===== src/rtl/grant_dispatcher.sv =====
// Collects request pulses into sticky pending bits, feeds them to an external
// priority arbiter, and issues the registered winner as one valid/ready transaction.
module grant_dispatcher #(
    parameter int WORD_WIDTH  = 8,
    parameter int INDEX_WIDTH = 3
) (
    input  logic                   clock,
    input  logic                   reset_n,
    input  logic [WORD_WIDTH-1:0]  req_pulse,
    output logic [WORD_WIDTH-1:0]  requests,
    input  logic [WORD_WIDTH-1:0]  grant,
    output logic                   out_valid,
    input  logic                   out_ready,
    output logic [INDEX_WIDTH-1:0] out_index,
    output logic [WORD_WIDTH-1:0]  out_grant,
    output logic [WORD_WIDTH-1:0]  done,
    output logic                   busy
);

    // state | meaning
    // IDLE  | no transaction outstanding; registers the next arbiter grant
    // ISSUE | out_valid high; winner held stable until out_ready
    typedef enum logic {
        IDLE  = 1'b0,
        ISSUE = 1'b1
    } state_t;

    state_t                 state, state_next;
    logic [WORD_WIDTH-1:0]  pending, pending_next;
    logic [WORD_WIDTH-1:0]  grant_reg_next;
    logic [INDEX_WIDTH-1:0] index_next;
    logic [WORD_WIDTH-1:0]  done_next;
    logic [WORD_WIDTH-1:0]  inflight_mask;
    logic [WORD_WIDTH-1:0]  clear_vec;
    logic [WORD_WIDTH-1:0]  grant_low;
    logic [INDEX_WIDTH-1:0] grant_index;
    logic                   handshake;

    assign out_valid     = (state == ISSUE);
    assign busy          = (state == ISSUE);
    assign inflight_mask = (state == ISSUE) ? out_grant : '0;
    assign requests      = pending & ~inflight_mask;
    assign handshake     = out_valid && out_ready;
    assign clear_vec     = handshake ? out_grant : '0;

    // Isolating the lowest set bit keeps a multi-hot grant from issuing two winners.
    assign grant_low = grant & (~grant + WORD_WIDTH'(1));

    always_comb begin
        grant_index = '0;
        for (int i = WORD_WIDTH - 1; i >= 0; i--) begin
            if (grant[i]) begin
                grant_index = INDEX_WIDTH'(i);
            end
        end
    end

    always_comb begin
        state_next     = state;
        grant_reg_next = out_grant;
        index_next     = out_index;
        done_next      = '0;
        // set has priority over the handshake clear on the same bit
        pending_next   = (pending & ~clear_vec) | req_pulse;
        case (state)
            IDLE: begin
                if (grant != '0) begin
                    grant_reg_next = grant_low;
                    index_next     = grant_index;
                    state_next     = ISSUE;
                end
            end
            ISSUE: begin
                if (handshake) begin
                    done_next  = out_grant;
                    state_next = IDLE;
                end
            end
            default: state_next = IDLE;
        endcase
    end

    always_ff @(posedge clock or negedge reset_n) begin
        if (!reset_n) begin
            state     <= IDLE;
            pending   <= '0;
            out_grant <= '0;
            out_index <= '0;
            done      <= '0;
        end else begin
            state     <= state_next;
            pending   <= pending_next;
            out_grant <= grant_reg_next;
            out_index <= index_next;
            done      <= done_next;
        end
    end

endmodule


===== config.mk =====
export PLATFORM = sky130hd
export DESIGN_NAME = grant_dispatcher
export DESIGN_NICKNAME = d
export VERILOG_FILES = /design/src/rtl/grant_dispatcher.sv
export SDC_FILE = /design/constraint.sdc
export NUM_CORES = 1
export LEC_CHECK = 0
export CELL_PAD_IN_SITES_DETAIL_PLACEMENT = 0
export CELL_PAD_IN_SITES_GLOBAL_PLACEMENT = 1
export CORE_UTILIZATION = 30
export CTS_BUF_LIST = sky130_fd_sc_hd__clkbuf_4
export CTS_CLUSTER_SIZE = 12
export DETAILED_ROUTE_END_ITERATION = 16
export HOLD_SLACK_MARGIN = 0.1
export PLACE_DENSITY = 0.79
export SLEW_MARGIN = 10
export SYNTH_ARGS = -nofsm -noshare
export SYNTH_HDL_FRONTEND = slang
export SYNTH_SLANG_ARGS = --single-unit

===== constraint.sdc =====
create_clock -name clock -period 1.6 [get_ports clock]
set_input_delay 0.16 -clock clock [delete_from_list [all_inputs] [get_ports clock]]
set_output_delay 0.16 -clock clock [all_outputs]
set_load 0.005 [all_outputs]

# Word-level counts from Yosys, hierarchy flattened
# Cells that the tools add are included.
dict set report op_classes {
  reduce_logical 3
  bitwise_logic 8
  mux 14
  add_sub_neg 1
}
# operator n
set ops {}
lappend ops {{$and 8x8->8} 3}
lappend ops {{$mux 3} 8}
lappend ops {{$mux 8} 3}
lappend ops {{$not 8->8} 3}
lappend ops {{$add 8x1->8 const B} 1}
lappend ops {{$or 8x8->8} 1}
lappend ops {{$reduce_bool 8->1} 1}
lappend ops {{$mux 1} 2}
lappend ops {{$pmux 1 s2} 1}
lappend ops {{$reduce_and 2->1} 1}
lappend ops {{$logic_and 1x1->1} 1}
lappend ops {{$not 1->1} 1}
dict set report word_totals {
  word_cells 31
  output_inout_bits 29
  inputBits 19
  ff_bits 28
}

# Depth between registers and ports, before layout
# Gate-level depths: netlist of run 1.
dict set report depth {
  word_depth 8
  depth_mapped 5
  ltp_nobuf 4
}

# Worst setup path after synthesis of run 1
# OpenSTA, ideal clock, no wires.
dict set report synth_path {
  path_kind {reg-to-output}
  startpoint {register state (netlist: busy)}
  endpoint {output port requests[0]}
  t_required_ns 1.440
  slack_ns 0.364
  t_arrival_ns 1.076
  path_stages_with_launch 5
  n_path_buf 3
  path_cell_list {dfrtp_1 buf_2 buf_2 buf_2 a21oi_1}
}
dict set report synth_via {
  elab_chain_len 3
}
# item line_no
set synth_rtl {}
lappend synth_rtl {{start: declaration} 28} ;# state_t state, state_next;
lappend synth_rtl {{start signal: assignment} 91} ;# state <= state_next;
lappend synth_rtl {{$mux 8} 41} ;# assign inflight_mask = (state == ISSUE) ? out_grant : '0;
lappend synth_rtl {{$not 8->8} 42} ;# assign requests = pending & ~inflight_mask;
lappend synth_rtl {{$and 8x8->8} 42}
lappend synth_rtl {{end: declaration} 10} ;# output logic [WORD_WIDTH-1:0] requests,
# No other way between the ends.

# Worst setup path after layout of run 1
dict set report layout_path {
  startpoint {register state (netlist: busy)}
  endpoint {output port requests[3]}
}
# Same word-level chain as after synthesis.

==> flow_summary.yaml, run 1 <==
run_status:
  status: "finished, final reports clean"
detailed_routing:
  drc: 0
  wl_met3_um: 103
  top_layer_used: "met4"
  drt_iter0_markers: 36
  viasPerCell: 4.79
  met1Wirelength_mm: 1.41
  routed_wl_mm: 2.98
  drt_first_pass_iters: 4
  post_drt_wl_per_cell_um: 13.7
  vias: 1044
  ant_nets: 0
  route.met2.wl_mm: 1.42
synthesis:
  synth_fp_nets: 128
  synth-seq-cells: 28
  yosys_warnings: 0
  yosysSeqAreaShare: 0.575
  syn_inst: 109
  synth_cell_types: 23
  synth.avg_cell_area_sq_um: 11.2
  yosys.area.top_type: "dfrtp_1"
  syn_area_sq_um: 1220
  yosysTopAreaCellShare: 0.575
  synthTopCellsByArea: "dfrtp_1 (57%), o21bai_1 (5.5%), a21oi_1 (5.3%)"
grt:
  grt_max_degree: 29
  overflow: 0
  grt_use_total: 0.148
  grt_pass1_wl_mm: 4.84
  antenna_found_initial: 0
  first_global_vias: 1044
floorplanning:
  core_sq_um: 3770
  die_y_um: 65.7
  die_w_um: 65.7
  start_util: 0.323
  io_pins: 48
  rows: 22
  die_area_sq_um: 4320
worst_setup_path:
  critPathKind: "reg2out"
  cp-start-kind: "register"
  crit_path_cell_trace: "buf_4 > a21oi_1 > dlygate4sd2_1"
  critical-path-slowest-cell: "dfrtp_2"
  crit_buf_inv: 2
  cpPeakStageDelay_ns: 0.48
  worstPathRequired_ns: 1.44
  worstRegToRegCells: 5
  critPathCaptureType: "output pin"
  cp.depth: 3
  crit_family: "flip-flops"
  worstPathArrival_ns: 1.37
  path_max_fanout: 6
finish:
  multi_input_area_sq_um: 447
  fill_cells: 333
  area_growth_pct: 56.5
  regArea_sq_um: 702
  fin_util: 0.506
  layout_commonest_cell: "clkdlybuf4s50_1"
  final_cell_mix: "clkdlybuf4s50_1 (37), dfrtp_1 (27), a21oi_1 (13), buf_4 (12), inv_1 (10)"
  nets: 190
  drive_gt1_frac: 0.153
  final_cells: 218
  n_antenna_cell: 0
sta:
  finalSetupViolCount: 0
  relSlewSlack: 0.751
  max_freq_ghz: 0.654
  hold_viol: 0
  final_max_slew_viol_count: 0
  layout_min_cycle_time_ns: 1.53
  max_slew.worst_pin.slew_ns: 0.372
  fin_crit_sh: 0.956
  whs_ns: 0.182
  finClkSkew_ns: 0.00118
clock_tree:
  numClockSinks: 28
  numCtsBuffers: 3
  clock_latency_ns: 0.32
  cts_tree: "done"
  cts_buffer_depth: 2
  ctsHoldBuffers: 0
  ctsRootBufferMaster: "clkbuf_4"
  cts.clk_slew.worst_paths_ns: 0.14
  cts_max_level: 1
place:
  io_buffers: 47
  dpl.cell_count: 210
  dp_hpwl_mm: 2.09
  gp_congestion: 0.825
power_and_ir_drop:
  peakVddDrop_uv: 342
  p_leak_nw: 0.949
  fin_total_pwr_w: 0.00167
  power_density_nw_per_um2: 878
job:
  maxCapViolCount: 0
hold_path:
  hold_class: "in2async"
==> flip-flops by register name (all words and copies together), names as in the netlist <==
register   count
done           8
out_index      3
busy           1
pending        8
out_grant      8
==> cell type report <==
type / count / share of cell area
flip-flops and latches: 28 / 0.368
multi-input cells: 66 / 0.234
well taps: 48 / 0.0315
repair buffers: 62 / 0.333
inverters: 10 / 0.0197
clock buffers: 3 / 0.0118
clock inverters: 1 / 0.00197
==> kinds of logic (layout without fill, tap and decap cells) <==
group | Yosys count | in the layout | synth area share
AO/OA/AOI/OAI | 32 | 32 | 0.171
multiplexers | 4 | 4 | 0.0462
buffers and inverters | 15 | 76 | 0.0585
flip-flops | 28 | 28 | 0.575
AND/OR/NAND/NOR | 30 | 30 | 0.149
==> metrics by stage <==
| step | setup TNS, ns | setup slack, ns | cell area, sq um |
|---|---|---|---|
| after detailed placement | -0.0718 | -0.0305 | 1810 |
| after global placement | 0 | 0.0446 | 1810 |
| final | 0 | 0.0701 | 1910 |
| after CTS | 0 | 0.00206 | 1870 |
| after global routing | -0.00712 | -0.00358 | 1910 |
| after floorplan | 0 | 0.364 | 1220 |
==> final timing paths <==
check	from	endpoint	slack, ns
max	busy$_DFF_PN0_	requests[3]	0.07
min	reset_n	out_grant[2]$_DFFE_PN0P_	0.18
max reg2reg	busy$_DFF_PN0_	out_index[0]$_DFFE_PN0P_	0.11
min reg2reg	pending[3]$_DFF_PN0_	pending[3]$_DFF_PN0_	0.54
max in group asynchronous	reset_n	busy$_DFF_PN0_	1.13
min in group clock	req_pulse[2]	pending[2]$_DFF_PN0_	0.39
==> cells in the mapped netlist <==
master and n:
nand2_1 2, a21o_1 4, and3_1 8, mux2_2 1
o21a_4 1, nor3b_1 2, nor3_1 2, inv_1 10
a21oi_1 13, o22a_1 1, nor2_1 9, dfrtp_1 28
o21bai_1 9, nor4_4 1, buf_6 1, buf_4 1
nor2b_1 4, nor3b_2 1, nor4_1 1, o21ai_0 3
buf_2 3, a211oi_1 1, mux2_4 3
==> power by group <==
part           switching (W)  total (W)  internal, W  leakage (nW)
registers          0.0000562   0.000841     0.000785         0.335
logic               0.000195   0.000544     0.000349         0.599
clock network       0.000198   0.000289    0.0000916        0.0154
total               0.000449    0.00167      0.00123         0.949
==> repair_timing <==
item / in CTS / in global routing
cloned: 1 / 1
resized for setup: 8 / 4
endpoints found under the setup margin: 10 / 2
buffers inserted: 1 / 1
==> routing by layer <==
layer,vias to the layer above,GRT usage
met3,5,0.0156
met2,34,0.249
li1,497,-
met5,-,0
met4,0,0.0652
met1,508,0.191
(Power assumes the default switching activity.)
==> inputs of run 2 (changes only) <==
--- a/config.mk
+++ b/config.mk
@@ -13,6 +13,7 @@
 export DETAILED_ROUTE_END_ITERATION = 16
 export HOLD_SLACK_MARGIN = 0.1
 export PLACE_DENSITY = 0.79
+export REMOVE_ABC_BUFFERS = 1
 export SLEW_MARGIN = 10
 export SYNTH_ARGS = -nofsm -noshare
 export SYNTH_HDL_FRONTEND = slang
==> run 2 against run 1 <==
Compared with the run above:
- final cell count decreased by 1.4%
- hold slack improved by 0.011 ns
- clock power increased by 58%
- critical endpoint is now out_grant[0]
- highest routed layer unchanged
==> flow_summary.yaml, run 2 (same netlist as run 1, synthesis figures left out) <==
detailed_routing:
  post_drt_wl_per_cell_um: 13.0
  drt_iter0_markers: 37
  drc: 0
  drt_first_pass_iters: 4
  ant_nets: 0
  vias: 989
  viasPerCell: 4.60
  routed_wl_mm: 2.80
sta:
  max_freq_ghz: 0.695
  finClkSkew_ns: 0.00545
  hold_viol: 0
  fin_crit_sh: 0.900
  layout_min_cycle_time_ns: 1.44
  setup_tns_ns: 0
  final_max_slew_viol_count: 0
  finalSetupViolCount: 0
  fin_ws_ns: 0.160
  relSlewSlack: 0.756
  rsz0062_at_grt: "no"
  max_slew.worst_pin.slew_ns: 0.365
floorplanning:
  die_area_sq_um: 4320
  rows: 22
  core_sq_um: 3770
  die_w_um: 65.7
  die_y_um: 65.7
  start_util: 0.323
  io_pins: 48
worst_setup_path:
  worstRegToRegCells: 5
  crit_path_cell_trace: "clkdlybuf4s50_1"
  crit_family: "buffers and inverters"
  crit_buf_inv: 1
  critPathKind: "reg2out"
  rr_endpoint: "out_index[1]$_DFFE_PN0P_"
  path_max_fanout: 4
  r2r_start: "busy$_DFF_PN0_"
  cp-start-kind: "register"
  worstPathRequired_ns: 1.44
  critPathCaptureType: "output pin"
  cpPeakStageDelay_ns: 0.52
  critical-path-slowest-cell: "clkdlybuf4s50_1"
  worstPathArrival_ns: 1.28
  r2r_setup_slack_ns: 0.18
clock_tree:
  cts_tree: "done"
  cts_max_level: 1
  clock_latency_ns: 0.32
  ctsRootBufferMaster: "clkbuf_4"
  cts.clk_slew.worst_paths_ns: 0.15
  numCtsBuffers: 3
  numClockSinks: 28
  cts_buffer_depth: 2
finish:
  n_antenna_cell: 0
  drive_gt1_frac: 0.168
  nets: 187
  area_growth_pct: 53.0
  final_area_sq_um: 1860
  fin_util: 0.494
  final_cell_mix: "clkdlybuf4s50_1 (37), dfrtp_1 (28), a21oi_1 (13), inv_1 (10), buf_4 (10)"
  layout_commonest_cell: "clkdlybuf4s50_1"
  largest_registers: "done x8, out_grant x8, pending x8"
  fill_cells: 328
grt:
  antenna_found_initial: 0
  grt_use_total: 0.145
  grt_max_degree: 29
  overflow: 0
  first_global_vias: 1009
  grt.met1_usage: 0.190
  use_met2: 0.247
  grt_pass1_wl_mm: 4.84
  globalRoute.busiestLayer: "met2"
  grtUsageMet3: 0.0260
power_and_ir_drop:
  peakVddDrop_uv: 547
  p_sw_w: 0.000444
  power_density_nw_per_um2: 968
  pwr-share-clk: 0.253
  seqPwrFrac: 0.464
  combinationalPowerShare: 0.283
  cell_internal_pwr_w: 0.00136
  p_leak_nw: 0.930
  switching_share: 0.246
place:
  io_buffers: 47
  place_ws_ns: -0.00719
  dp_hpwl_mm: 2.04
  placed_area_sq_um: 1800
  gp_congestion: 0.895
hold_path:
  hold_class: "in2async"
job:
  maxCapViolCount: 0
run_status:
  status: "finished, final reports clean"
run 2: per-layer routing:
metal,part of all wire,routed length (um),vias to the layer above
met5,0,0,-
met4,0.0097,27,0
met3,0.034,95,2
met2,0.49,1360,23
met1,0.47,1310,477
li1,-,-,487
run 2: repair_timing:
item / in CTS / in global routing
setup endpoints to repair: 10 / 5
hold buffers: 0 / 0
gates cloned: 1 / 0
gates resized for setup: 10 / 10
buffers inserted: 1 / 0
run 2: stage by stage:
step                      hold WS [ns]  std cells  total power (W)
final                            0.193        215          0.00180
after detailed placement         0.511        209          0.00137
after CTS                        0.199        215          0.00184
after global placement           0.500        209          0.00136
after floorplan                 -0.136        104          0.00102
after global routing             0.197        215          0.00192
run 2: cell type report:
class | count | area [sq um] | share of cell area
inverter | 10 | 37.5 | 0.0201
multi-input combinational | 66 | 447 | 0.240
sequential | 28 | 701 | 0.376
tap | 48 | 60.1 | 0.0322
timing repair buffer | 59 | 567 | 0.304
clock buffer | 3 | 22.5 | 0.0121
clock inverter | 1 | 30.0 | 0.0161
run 2: power by group through the flow:
stage	clock, W	combinational, W	sequential, W
after floorplan	0	0.000156	0.000864
after global placement	0	0.000514	0.000851
after detailed placement	0	0.000518	0.000854
after CTS	0.000478	0.000524	0.000838
after global routing	0.000512	0.000560	0.000848
final	0.000457	0.000510	0.000837
run 2: how the worst max path moves through the flow:
stage,start,end,depth (start not counted)
after floorplan,busy$_DFF_PN0_,out_grant[0]$_DFFE_PN0P_,3
after global placement,grant[3],out_grant[0]$_DFFE_PN0P_,4
after detailed placement,grant[3],out_index[0]$_DFFE_PN0P_,4
after CTS,busy$_DFF_PN0_,requests[1],4
after global routing,busy$_DFF_PN0_,requests[6],4
final,out_grant[0]$_DFFE_PN0P_,out_grant[0],1
==> inputs of run 3 (changes only) <==
--- a/config.mk
+++ b/config.mk
@@ -9,11 +9,11 @@
 export CELL_PAD_IN_SITES_GLOBAL_PLACEMENT = 1
 export CORE_UTILIZATION = 30
 export CTS_BUF_LIST = sky130_fd_sc_hd__clkbuf_4
-export CTS_CLUSTER_SIZE = 12
 export DETAILED_ROUTE_END_ITERATION = 16
 export HOLD_SLACK_MARGIN = 0.1
-export PLACE_DENSITY = 0.79
+export PLACE_DENSITY = 0.84
 export REMOVE_ABC_BUFFERS = 1
+export SKIP_LAST_GASP = 1
 export SLEW_MARGIN = 10
 export SYNTH_ARGS = -nofsm -noshare
 export SYNTH_HDL_FRONTEND = slang
==> run 3 against run 2 <==
Compared with the run above:
- sequential share of layout area fell by 0.47 points
- wire length grew 7.9%
- first-iteration DRC count up 76%
- global-route usage increased by 0.65 points
- largest cell class unchanged
- fmax fell by 8.5%
- hold slack worse by 0.0012 ns
- clock power about the same
- via count increased by 2.3%
==> flow_summary.yaml, run 3 (same netlist as run 1, synthesis figures left out) <==
worst_setup_path:
  rr_endpoint: "out_index[0]$_DFFE_PN0P_"
  worstRegToRegCells: 6
  crit_path_cell_trace: "buf_6 > buf_12 > buf_4 > a21o_1 > o21a_4 > mux2_4"
  path_max_fanout: 13
  r2r_setup_slack_ns: 0.03
  worstPathRequired_ns: 1.82
  critical-path-slowest-cell: "dfrtp_1"
  worstPathArrival_ns: 1.79
  cpPeakStageDelay_ns: 0.42
  critPathKind: "reg2reg"
  r2r_start: "busy$_DFF_PN0_"
  cp-start-kind: "register"
  critPathCaptureType: "register"
grt:
  overflow: 0
  first_global_vias: 1032
  grt_use_total: 0.152
  antenna_found_initial: 0
  grt_pass1_wl_mm: 4.93
  grt_max_degree: 29
clock_tree:
  ctsRootBufferMaster: "clkbuf_4"
  cts_buffer_depth: 2
  cts.clk_slew.worst_paths_ns: 0.15
  cts_max_level: 1
  cts_tree: "done"
  ctsHoldBuffers: 0
  numClockSinks: 28
  clock_latency_ns: 0.33
  numCtsBuffers: 3
finish:
  layout_commonest_cell: "clkdlybuf4s50_1"
  regArea_sq_um: 701
  nets: 189
  multi_input_area_sq_um: 450
  n_antenna_cell: 0
  final_area_sq_um: 1890
  fill_cells: 337
  final_cell_mix: "clkdlybuf4s50_1 (37), dfrtp_1 (28), a21oi_1 (12), buf_4 (11), inv_1 (10)"
  drive_gt1_frac: 0.183
  largest_registers: "done x8, out_grant x8, pending x8"
  area_growth_pct: 54.9
power_and_ir_drop:
  p_sw_w: 0.000456
  pwr-share-clk: 0.249
  cell_internal_pwr_w: 0.00137
  power_density_nw_per_um2: 968
  peakVddDrop_uv: 503
  fin_total_pwr_w: 0.00183
  switching_share: 0.249
  seqPwrFrac: 0.458
  combinationalPowerShare: 0.292
  p_leak_nw: 0.944
floorplanning:
  die_area_sq_um: 4320
  die_y_um: 65.7
  die_w_um: 65.7
  io_pins: 48
  core_sq_um: 3770
  start_util: 0.323
  rows: 22
place:
  gp_congestion: 0.843
  dp_hpwl_mm: 2.16
  io_buffers: 47
  placed_area_sq_um: 1800
hold_path:
  hold_class: "in2async"
sta:
  fin_crit_sh: 0.983
  finClkSkew_ns: 0.0106
  max_freq_ghz: 0.636
  layout_min_cycle_time_ns: 1.57
  setup_tns_ns: 0
  rsz0062_at_grt: "no"
  final_max_slew_viol_count: 0
  finalSetupViolCount: 0
  relSlewSlack: 0.746
  max_slew.worst_pin.slew_ns: 0.380
  hold_viol: 0
job:
  maxCapViolCount: 0
detailed_routing:
  drc: 0
  post_drt_wl_per_cell_um: 13.9
  drt_first_pass_iters: 4
  vias: 1012
  viasPerCell: 4.66
  routed_wl_mm: 3.02
  ant_nets: 0
  drt_iter0_markers: 65
run_status:
  status: "finished, final reports clean"
-- run 3: worst max-delay path by stage --
stage               cells past startpoint                  endpoint      startpoint  slack, ns
floorplan                               3  out_grant[0]$_DFFE_PN0P_  busy$_DFF_PN0_     -0.002
global placement                        4  out_index[0]$_DFFE_PN0P_        grant[0]       0.04
detailed placement                      4  out_index[0]$_DFFE_PN0P_        grant[0]      -0.01
CTS                                     4               requests[6]  busy$_DFF_PN0_     -0.006
global route                            6  out_index[1]$_DFFE_PN0P_  busy$_DFF_PN0_      0.001
finish                                  6  out_index[0]$_DFFE_PN0P_  busy$_DFF_PN0_       0.03
-- run 3: worst max-delay path, delay by kind of cell (launching register included) --
kind	cells	cell delay, ns
flip-flops	1	0.42
buffers and inverters	3	0.41
multiplexers	1	0.30
AO/OA/AOI/OAI	2	0.34
-- run 3: layer usage --
| metal | up-vias | GRT usage | part of all wire |
|---|---|---|---|
| li1 | 493 | - | - |
| met1 | 497 | 0.188 | 0.45 |
| met5 | - | 0 | 0 |
| met3 | 2 | 0.0347 | 0.029 |
| met4 | 0 | 0.0326 | 0.0090 |
| met2 | 20 | 0.265 | 0.51 |
-- run 3: layout make-up --
class,instances,share of cell area
multi-input combinational,66,0.239
clock buffer,3,0.0119
timing repair buffer,61,0.311
sequential,28,0.371
inverter,10,0.0199
tap,48,0.0318
clock inverter,1,0.0159
-- run 3: stage by stage --
stage                      util  hold slack (ns)  std cells  setup slack [ns]
final                     0.501            0.192        217            0.0271
after global placement    0.478            0.499        209            0.0399
after global routing      0.501            0.193        217           0.00114
after floorplan               -           -0.136        104          -0.00218
after detailed placement  0.478            0.510        209           -0.0108
after CTS                 0.503            0.190        217          -0.00606
-- run 3: repair_timing --
| action | in CTS | in global routing |
|---|---|---|
| cloned | 1 | 0 |
| setup buffers | 3 | 0 |
| setup endpoints to repair | 10 | 8 |
| resized for setup | 10 | 13 |
| endpoints found under the hold margin | 0 | 0 |
-- run 3: power groups by stage --
stage	registers [W]	clock network, W	logic [W]
5_1_grt	0.000848	0.000499	0.000580
3_5_place_dp	0.000855	0	0.000520
2_1_floorplan	0.000864	0	0.000156
4_1_cts	0.000837	0.000473	0.000538
6_report	0.000838	0.000456	0.000534
3_3_place_gp	0.000852	0	0.000509
